<file path="src/rtl/hdmi_cmd_rx_if.sv">
// Stream bundle for the HDMI command receiver: deserializer words in, recovered commands out.
// The master side is the receiver (it sources the AXI-Stream); slave is the surrounding system.
interface hdmi_cmd_rx_if;
  logic [29:0] raw_data;
  logic [31:0] commands_tdata;
  logic        commands_tvalid;
  logic        commands_tready;
  logic [2:0]  lane_locked;
  logic        overflow;

  modport master (
    input  raw_data, commands_tready,
    output commands_tdata, commands_tvalid, lane_locked, overflow
  );
  modport slave (
    output raw_data, commands_tready,
    input  commands_tdata, commands_tvalid, lane_locked, overflow
  );
endinterface

</file>
<file path="src/rtl/hdmi_cmd_rx.sv">
// HDMI command receiver: per-lane word alignment on TMDS control tokens, then
// non-idle 30-bit commands queued into a small FIFO feeding an AXI-Stream master.
module hdmi_cmd_rx #(
  parameter int LOCK_COUNT   = 8,
  parameter int LOSS_TIMEOUT = 4096,
  parameter int FIFO_DEPTH   = 16
) (
  input  logic         clk_px,
  input  logic         resetn_async,
  hdmi_cmd_rx_if.master bus
);
  localparam int NUM_LANES = 3;
  localparam int VEC_W     = 10;
  localparam int AW        = $clog2(FIFO_DEPTH);
  localparam int HW        = $clog2(LOCK_COUNT + 1);
  localparam int IW        = $clog2(LOSS_TIMEOUT + 1);
  localparam logic [VEC_W-1:0] NOOP = 10'b1101010100;

  typedef enum logic {SEARCH, LOCKED} state_t;

  function automatic logic is_token(input logic [VEC_W-1:0] w);
    return w inside {10'b1101010100, 10'b0010101011, 10'b0101010100, 10'b1010101011};
  endfunction

  // Assert asynchronously, release two clocks later so all state leaves reset together.
  logic [1:0] rst_sync_q;
  logic       rst_n;
  always_ff @(posedge clk_px or negedge resetn_async) begin
    if (!resetn_async) rst_sync_q <= 2'b00;
    else               rst_sync_q <= {rst_sync_q[0], 1'b1};
  end
  assign rst_n = rst_sync_q[1];

  logic [NUM_LANES-1:0][VEC_W-1:0] sym;
  logic [NUM_LANES-1:0]            locked;

  for (genvar l = 0; l < NUM_LANES; l++) begin : g_lane
    logic [VEC_W-1:0]   raw_q, prev_q, sym_q, win;
    logic [2*VEC_W-1:0] hist;
    logic [3:0]         offset_q;
    logic [HW-1:0]      hit_q;
    logic [IW-1:0]      idle_q;
    state_t             state_q;
    logic               locked_q;

    assign hist = {raw_q, prev_q};
    assign win  = hist[offset_q +: VEC_W];

    always_ff @(posedge clk_px or negedge rst_n) begin
      if (!rst_n) begin
        raw_q    <= '0;
        prev_q   <= '0;
        sym_q    <= '0;
        offset_q <= '0;
        hit_q    <= '0;
        idle_q   <= '0;
        state_q  <= SEARCH;
        locked_q <= 1'b0;
      end else begin
        raw_q  <= bus.raw_data[l*VEC_W +: VEC_W];
        prev_q <= raw_q;
        sym_q  <= win;
        case (state_q)
          SEARCH: begin
            if (is_token(win)) begin
              if (hit_q == HW'(LOCK_COUNT - 1)) begin
                state_q  <= LOCKED;
                locked_q <= 1'b1;
                hit_q    <= '0;
                idle_q   <= '0;
              end else begin
                hit_q <= hit_q + 1'b1;
              end
            end else begin
              hit_q    <= '0;
              offset_q <= (offset_q == 4'd9) ? 4'd0 : offset_q + 4'd1;
            end
          end
          LOCKED: begin
            // Offset is frozen here; losing lock keeps it so a brief outage relocks fast.
            if (is_token(win)) begin
              idle_q <= '0;
            end else if (idle_q == IW'(LOSS_TIMEOUT - 1)) begin
              state_q  <= SEARCH;
              locked_q <= 1'b0;
              hit_q    <= '0;
              idle_q   <= '0;
            end else begin
              idle_q <= idle_q + 1'b1;
            end
          end
          default: state_q <= SEARCH;
        endcase
      end
    end

    assign sym[l]    = sym_q;
    assign locked[l] = locked_q;
  end

  // Output FIFO
  logic [31:0]   mem [FIFO_DEPTH];
  logic [AW-1:0] wp_q, rp_q;
  logic [AW:0]   cnt_q;
  logic          overflow_q;
  logic          empty, full, all_noop, wr_req, rd, wr;

  assign empty    = (cnt_q == '0);
  assign full     = (cnt_q == (AW+1)'(FIFO_DEPTH));
  assign all_noop = (sym == {NUM_LANES{NOOP}});
  assign wr_req   = (&locked) && !all_noop;
  assign rd       = !empty && bus.commands_tready;
  // A pop in the same cycle frees the slot, so a full FIFO still accepts.
  assign wr       = wr_req && (!full || rd);

  always_ff @(posedge clk_px or negedge rst_n) begin
    if (!rst_n) begin
      wp_q       <= '0;
      rp_q       <= '0;
      cnt_q      <= '0;
      overflow_q <= 1'b0;
    end else begin
      if (wr) wp_q <= wp_q + 1'b1;
      if (rd) rp_q <= rp_q + 1'b1;
      cnt_q <= cnt_q + (AW+1)'(wr) - (AW+1)'(rd);
      if (wr_req && !wr) overflow_q <= 1'b1;
    end
  end

  always_ff @(posedge clk_px) begin
    if (wr) mem[wp_q] <= {2'b00, sym};
  end

  assign bus.commands_tvalid = !empty;
  assign bus.commands_tdata  = empty ? 32'd0 : mem[rp_q];
  assign bus.lane_locked     = locked;
  assign bus.overflow        = overflow_q;
endmodule

</file>
<file path="src/flat_wrapper.sv">
// flat-port wrapper written by rule: the top's interface ports become plain ports
module hdmi_cmd_rx_flat 
#(
  parameter int LOCK_COUNT   = 8,
  parameter int LOSS_TIMEOUT = 4096,
  parameter int FIFO_DEPTH   = 16
)
  (clk_px, resetn_async, bus_raw_data, bus_commands_tready, bus_commands_tdata, bus_commands_tvalid, bus_lane_locked, bus_overflow);
  hdmi_cmd_rx_if bus_i ();
  input  logic clk_px;
  input  logic resetn_async;
  input wire logic [$bits(bus_i.raw_data)-1:0] bus_raw_data;
  input wire logic [$bits(bus_i.commands_tready)-1:0] bus_commands_tready;
  output wire logic [$bits(bus_i.commands_tdata)-1:0] bus_commands_tdata;
  output wire logic [$bits(bus_i.commands_tvalid)-1:0] bus_commands_tvalid;
  output wire logic [$bits(bus_i.lane_locked)-1:0] bus_lane_locked;
  output wire logic [$bits(bus_i.overflow)-1:0] bus_overflow;
  assign bus_i.raw_data = bus_raw_data;
  assign bus_i.commands_tready = bus_commands_tready;
  assign bus_commands_tdata = bus_i.commands_tdata;
  assign bus_commands_tvalid = bus_i.commands_tvalid;
  assign bus_lane_locked = bus_i.lane_locked;
  assign bus_overflow = bus_i.overflow;
  hdmi_cmd_rx #(.LOCK_COUNT(LOCK_COUNT), .LOSS_TIMEOUT(LOSS_TIMEOUT), .FIFO_DEPTH(FIFO_DEPTH)) u_core (.clk_px(clk_px), .resetn_async(resetn_async), .bus(bus_i));
endmodule
</file>
<file path="config.mk">
export PLATFORM = sky130hd
export DESIGN_NAME = hdmi_cmd_rx_flat
export DESIGN_NICKNAME = d
export VERILOG_FILES = /design/src/rtl/hdmi_cmd_rx_if.sv /design/src/rtl/hdmi_cmd_rx.sv /design/src/flat_wrapper.sv
export SDC_FILE = /design/constraint.sdc
export NUM_CORES = 1
export LEC_CHECK = 0
export BUFFER_PORTS_ARGS = -buffer_cell sky130_fd_sc_hd__buf_2
export CORE_MARGIN = 8
export CORE_UTILIZATION = 60
export DETAILED_ROUTE_END_ITERATION = 12
export PLACE_DENSITY = 0.85
export REMOVE_ABC_BUFFERS = 1
export SYNTH_ARGS = -nofsm -noshare
export SYNTH_HDL_FRONTEND = slang
export SYNTH_SLANG_ARGS = --single-unit
</file>
<file path="constraint.sdc">
create_clock -name clk_px -period 13.15 [get_ports clk_px]
set_clock_uncertainty 0.2 [all_clocks]
set_input_delay 0.6575 -clock clk_px [delete_from_list [all_inputs] [get_ports clk_px]]
set_output_delay 0.6575 -clock clk_px [all_outputs]
set_load 0.005 [all_outputs]
</file>
==> flow_summary.ini, run 1 <==
[layout]
final_cell_count_no_fill = 2285
layout.nets = 1677
drive_gt1_share_pct = 25.7
stdcell_area_um2 = 31000
antennaDiodeCount = 0
syn2layout_area_growth_pct = 11.6

[die]
initial_core_util_pct = 60.2
core_area_um2 = 46200
die-area_um2 = 53500
io_pins = 70
die_w_um = 231
core.rowCount = 79
fp.dieH_um = 231

[grt]
overflow = 0
grt_use_total_pct = 23.5
antenna_found_initial = 1
grt_pass1_vias = 15700
grt_max_degree = 74
grt_pass1_wl_um = 95000

[drt]
drtIter0Drc = 1767
vias_per_cell = 6.69
dr.pass1.iters = 7
drc = 0
vias = 15300
ant_nets = 0
wl_um = 62600
post_drt_wl_per_cell_um = 27.4

[run]
max-cap-violations = 0

[timing]
period_needed_ns = 5.45
hold_viol = 0
min_period_over_period_pct = 41.4
rsz0062_at_grt = false
maxSlewViolCount = 0
fin_tns_setup_ns = 0
setup_viol = 0
slew_headroom_pct = 22.2
worstMarginPinSlew_ns = 1.17
fmax_ghz = 0.183

[clock_tree]
cts.htree.levels = 2
clock_path_buffers = 3
cts_num_sinks = 655
cts_root_buf = clkbuf_16
cts-hold-fix-buffers = 31
cts_made_buffers = 61
cts_tree = built
insertion_delay_ns = 0.62
cts_resized = 0
postCtsSetupBuffers = 0
clk_pin_slew_ns = 0.06

[place]
dp_cells = 2139
portBuffers = 67
routabilityCongestion = 0.837
place_area_um2 = 28600
dp_hpwl_um = 33300

[power]
leakage_nw = 10.9
peakVddDrop_v = 0.000131
p_per_area_nw_per_um2 = 195

[setup_path]
arrival_ns = 4.59
crit_path_end_kind = primary output
critical_path_class = reg -> out
required_ns = 12.29
cp_max_fo = 52
worstSetupStartpointType = flop

[synth]
yosys_warnings = 0
synth_top_area_cell = edfxtp_1
netlist_instances = 1540
syn_area_um2 = 27800
synth_edf_count = 480
ys_types = 79
synthArstFlopShare_pct = 26.7
synthFlopType = edfxtp_1
ys_seq_elements = 655
synth_top_cell_area_share_pct = 51.9
synthTopCellsByArea = edfxtp_1 52%, mux4_2 17%, dfrtp_1 16%
post_synth.cell_area_avg_um2 = 18.0
yosysSeqAreaShare_pct = 67.6

[min_path]
worst_hold_path_type = in -> reg

[status]
run_status = complete, no violations
[logic make-up (layout without fill, tap and decap cells)]
group                    Yosys count  count (layout)  synth area share, %
AO/OA/AOI/OAI                    152             152                 3.89
multiplexers                     252             252                 18.9
other                              2               3               0.0270
adder cells (fa/ha/maj)           18              18                0.838
AND/OR/NAND/NOR                  321             321                 6.14
buffers and inverters            123             260                 2.04
XOR/XNOR                          17              17                0.536
flip-flops                       655             655                 67.6
[cell usage after synthesis (all sizes together), types with 5 or more instances]
| library cell | n |
|---|---|
| buf | 50 |
| and3 | 9 |
| edfxtp | 480 |
| dfrtp | 175 |
| o22ai | 5 |
| nor4 | 10 |
| nor2b | 51 |
| a22o | 11 |
| ha | 17 |
| nand2b | 7 |
| xor2 | 7 |
| nor3 | 21 |
| a31oi | 9 |
| clkbuf | 39 |
| a21o | 16 |
| nand3 | 36 |
| xnor2 | 10 |
| a22oi | 11 |
| nand2 | 76 |
| or3 | 9 |
| o21ai | 31 |
| mux4 | 214 |
| mux2 | 14 |
| inv | 31 |
| nor2 | 46 |
| nand4 | 9 |
| a211oi | 9 |
| a21oi | 18 |
| mux2i | 24 |
| a221o | 7 |
| and2 | 21 |
[registers in the layout (all words and copies together), names as in the netlist]
| register | count |
|---|---|
| u_core.mem | 480 |
| u_core.g_lane.idle_q | 39 |
| u_core.g_lane.prev_q | 30 |
| u_core.g_lane.raw_q | 30 |
| u_core.g_lane.sym_q | 30 |
| u_core.g_lane.hit_q | 12 |
| u_core.g_lane.offset_q | 12 |
| u_core.cnt_q | 5 |
| u_core.rp_q | 4 |
| u_core.wp_q | 4 |
| u_core.g_lane.locked_q | 3 |
| u_core.g_lane.state_q | 3 |
| u_core.rst_sync_q | 2 |
| u_core.bus.overflow | 1 |
[cell usage in the layout (no fill, tap or decap), types with 10 or more instances in the layout]
master and count:
a21o_1 16, bufinv_16 11, buf_2 67, a22oi_1 10, mux2i_1 23, clkinv_2 12, nor3_1 20, clkinv_1 14
dfrtp_1 170, a22o_1 11, clkbuf_16 61, nand3_1 35, o21ai_0 24, dlygate4sd3_1 31, nor2b_1 51, mux4_2 207
inv_1 31, mux2_2 14, xnor2_1 10, and2_2 16, buf_4 13, nand2_1 75, nor2_1 45, clkbuf_1 11
a21oi_1 17, ha_1 17, edfxtp_1 480
[critical path, cell delays in order (launching register included)]
cell	delay (ns)
dfrtp_4	0.76
buf_4	0.80
buf_4	0.89
mux4_2	0.64
mux4_2	0.47
nor2b_1	0.17
buf_2	0.17
[through the flow]
step | total power [mW] | worst slack [ns] | hold WS, ns | util, %
detailed placement | 4.22 | 8.16 | 0.140 | 61.9
finish | 6.05 | 7.70 | 0.112 | 67.2
global route | 6.30 | 7.28 | 0.0974 | 67.2
CTS | 6.10 | 7.49 | 0.0745 | 67.2
global placement | 4.16 | 8.21 | 0.137 | 61.9
floorplan | 3.86 | 6.34 | 0.131 | -
[final cells by class]
| type | count | area, um2 |
|---|---|---|
| Fill cell | 2803 | 15100 |
| Inverter | 34 | 128 |
| Clock inverter | 42 | 539 |
| Clock buffer | 73 | 1580 |
| Timing Repair Buffer | 111 | 743 |
| Multi-Input combinational cell | 763 | 8460 |
| Tap cell | 607 | 759 |
| Sequential cell | 655 | 18800 |
[report_power, final]
group	internal [mW]	switching, mW	total (mW)
clock network	1.08	0.780	1.86
registers	2.42	0.298	2.72
logic	0.832	0.644	1.48
[metal layers]
| layer | track usage (%) | up-vias | wire (um) |
|---|---|---|---|
| met1 | 31.2 | 7934 | 23300 |
| li1 | - | 6357 | - |
| met2 | 39.4 | 852 | 32000 |
| met5 | 0 | - | 13 |
| met4 | 8.35 | 2 | 1990 |
| met3 | 3.95 | 131 | 5320 |
[final timing paths]
kind                                                    from                          to  slack [ns]  cells after the start
worst min register to register          u_core.rst_sync_q[0]        u_core.rst_sync_q[1]        0.16                      0
min in group asynchronous                       resetn_async        u_core.rst_sync_q[1]        0.15                      2
max in group asynchronous               u_core.rst_sync_q[1]  u_core.g_lane[0].prev_q[8]       10.60                      2
worst min-delay path                     bus_commands_tready         u_core.bus.overflow        0.11                      2
worst max register to register  u_core.g_lane[2].offset_q[2]  u_core.g_lane[2].idle_q[2]        8.78                      8
worst max-delay path                          u_core.rp_q[0]      bus_commands_tdata[26]        7.70                      6
No activity file was read; power rests on OpenSTA's default activity.
==> inputs of run 2 (changes only) <==
==> constraint.sdc (replaced) <==
create_clock -name clk_px -period 5.1 [get_ports clk_px]
set_clock_uncertainty 0.2 [all_clocks]
set_input_delay 0.255 -clock clk_px [delete_from_list [all_inputs] [get_ports clk_px]]
set_output_delay 0.255 -clock clk_px [all_outputs]
set_load 0.005 [all_outputs]
==> flow_summary.ini, run 2 (synthesis gave the netlist of run 1 again) <==
[status]
run_status = complete, no violations

[setup_path]
startpoint = u_core.g_lane[0].offset_q[1]
critical_path_class = reg -> reg
required_ns = 5.40
worstSetupStartpointType = flop
arrival_ns = 4.49
r2r_slack_ns = 0.91
crit_path_end_kind = flop
reg2reg_from = u_core.g_lane[0].offset_q[1]
cp_max_fo = 30

[grt]
grt_use_total_pct = 23.2
overflow = 0
antenna_found_initial = 2
grt_pass1_vias = 15800
grtUsageMet2_pct = 38.9
met1_usage_pct = 30.6
globalRouteMet3Util_pct = 3.72
grt_max_degree = 98
gr-max-usage-layer = met2
grt_pass1_wl_um = 94300

[drt]
ant_nets = 0
wl_um = 61400
drtIter0Drc = 1818
vias_per_cell = 6.63
vias = 15200
dr.pass1.iters = 5
drc = 0
post_drt_wl_per_cell_um = 26.8

[layout]
antennaDiodeCount = 0
top_register = u_core.mem
final_common_cell = edfxtp_1
syn2layout_area_growth_pct = 11.7
final_cell_count_no_fill = 2290
top_regs = u_core.mem x480, u_core.g_lane.idle_q x39
final_cell_mix = 480 x edfxtp_1, 207 x mux4_2, 170 x dfrtp_1, 75 x nand2_1, 67 x buf_2
stdcell_area_um2 = 31000
drive_gt1_share_pct = 25.8
post-route-util_pct = 67.2
layout.nets = 1683
largest_reg_flops = 480
fillers = 2820

[timing]
rsz0062_at_grt = false
hold_viol = 0
slew_headroom_pct = 21.2
min_period_over_period_pct = 82.2
setup_viol = 0
period_needed_ns = 4.19
worstMarginPinSlew_ns = 1.18
fmax_ghz = 0.238
fin_tns_setup_ns = 0
layout_setup_ws_ns = 0.906
maxSlewViolCount = 0

[place]
dp_slack_ns = 0.936
portBuffers = 67
routabilityCongestion = 0.857
dp_cells = 2143
dp_hpwl_um = 33500
place_area_um2 = 28700

[die]
core_area_um2 = 46200
die-area_um2 = 53500
die_w_um = 231
core.rowCount = 79
io_pins = 70
fp.dieH_um = 231
initial_core_util_pct = 60.2

[clock_tree]
cts-hold-fix-buffers = 33
clk_pin_slew_ns = 0.06
cts_num_sinks = 655
cts_resized = 0
cts_made_buffers = 61
cts.htree.levels = 2
cts_tree = built
clock_path_buffers = 3
cts_root_buf = clkbuf_16
insertion_delay_ns = 0.62
postCtsSetupBuffers = 0

[min_path]
worst_hold_path_type = in -> reg
hp-start = bus_raw_data[19]

[run]
max-cap-violations = 0

[power]
p_per_area_nw_per_um2 = 500
peakVddDrop_v = 0.000344
leakage_nw = 10.9
## run 2: cell count changes in the layout (fill, tap and decap cells not counted), moves of 2 or more
| cell | change |
|---|---|
| clkbuf_8 | +2 |
| clkinv_2 | -3 |
| buf_12 | +3 |
| clkbuf_1 | -3 |
| bufinv_16 | -3 |
| clkinv_4 | +2 |
| clkinv_1 | +4 |
| dlygate4sd3_1 | +2 |
## run 2: path summary, 6_finish.rpt
path / to / cells past startpoint
worst max register to register: u_core.g_lane[0].idle_q[0] / 8
max in group asynchronous: u_core.g_lane[0].idle_q[1] / 1
worst min-delay path: u_core.g_lane[1].raw_q[9] / 2
worst max-delay path: u_core.g_lane[0].idle_q[0] / 8
worst min register to register: u_core.rst_sync_q[1] / 0
min in group asynchronous: u_core.rst_sync_q[0] / 3
## run 2: final cells by class
cell class,count,area [um2],area share [%]
clock buffers,72,1600,5.15
clock inverters,42,443,1.43
inverters,34,128,0.411
multi-input cells,763,8460,27.3
flip-flops and latches,655,18800,60.6
well taps,607,759,2.45
repair buffers,117,831,2.68
## run 2: worst max-delay path: stages (launching register included)
cell and delay, ns:
dfrtp_1 1.05, mux4_2 0.61, mux2i_1 0.21, mux2i_1 0.13, or4b_1 0.48, or4_1 0.67
nand2_4 0.29, o21ai_0 0.14, mux2_2 0.28
## run 2: per-stage QoR
step / power (mW) / hold slack [ns]
finish: 15.5 / 0.0784
global route: 16.1 / 0.0693
CTS: 15.6 / 0.0444
detailed placement: 10.9 / -0.155
global placement: 10.8 / -0.159
floorplan: 9.95 / -0.241
## run 2: routing by layer
metal	up-vias	wire (um)
met5	-	85
met4	4	2020
met3	143	4530
met2	779	31300
met1	7871	23500
li1	6379	-
## run 2: where the power goes
group	total (mW)	leakage, nW	switching (mW)	internal [mW]
Combinational	3.74	3.53	1.56	2.18
Clock	4.64	0.992	1.99	2.65
Sequential	7.13	6.40	0.901	6.23
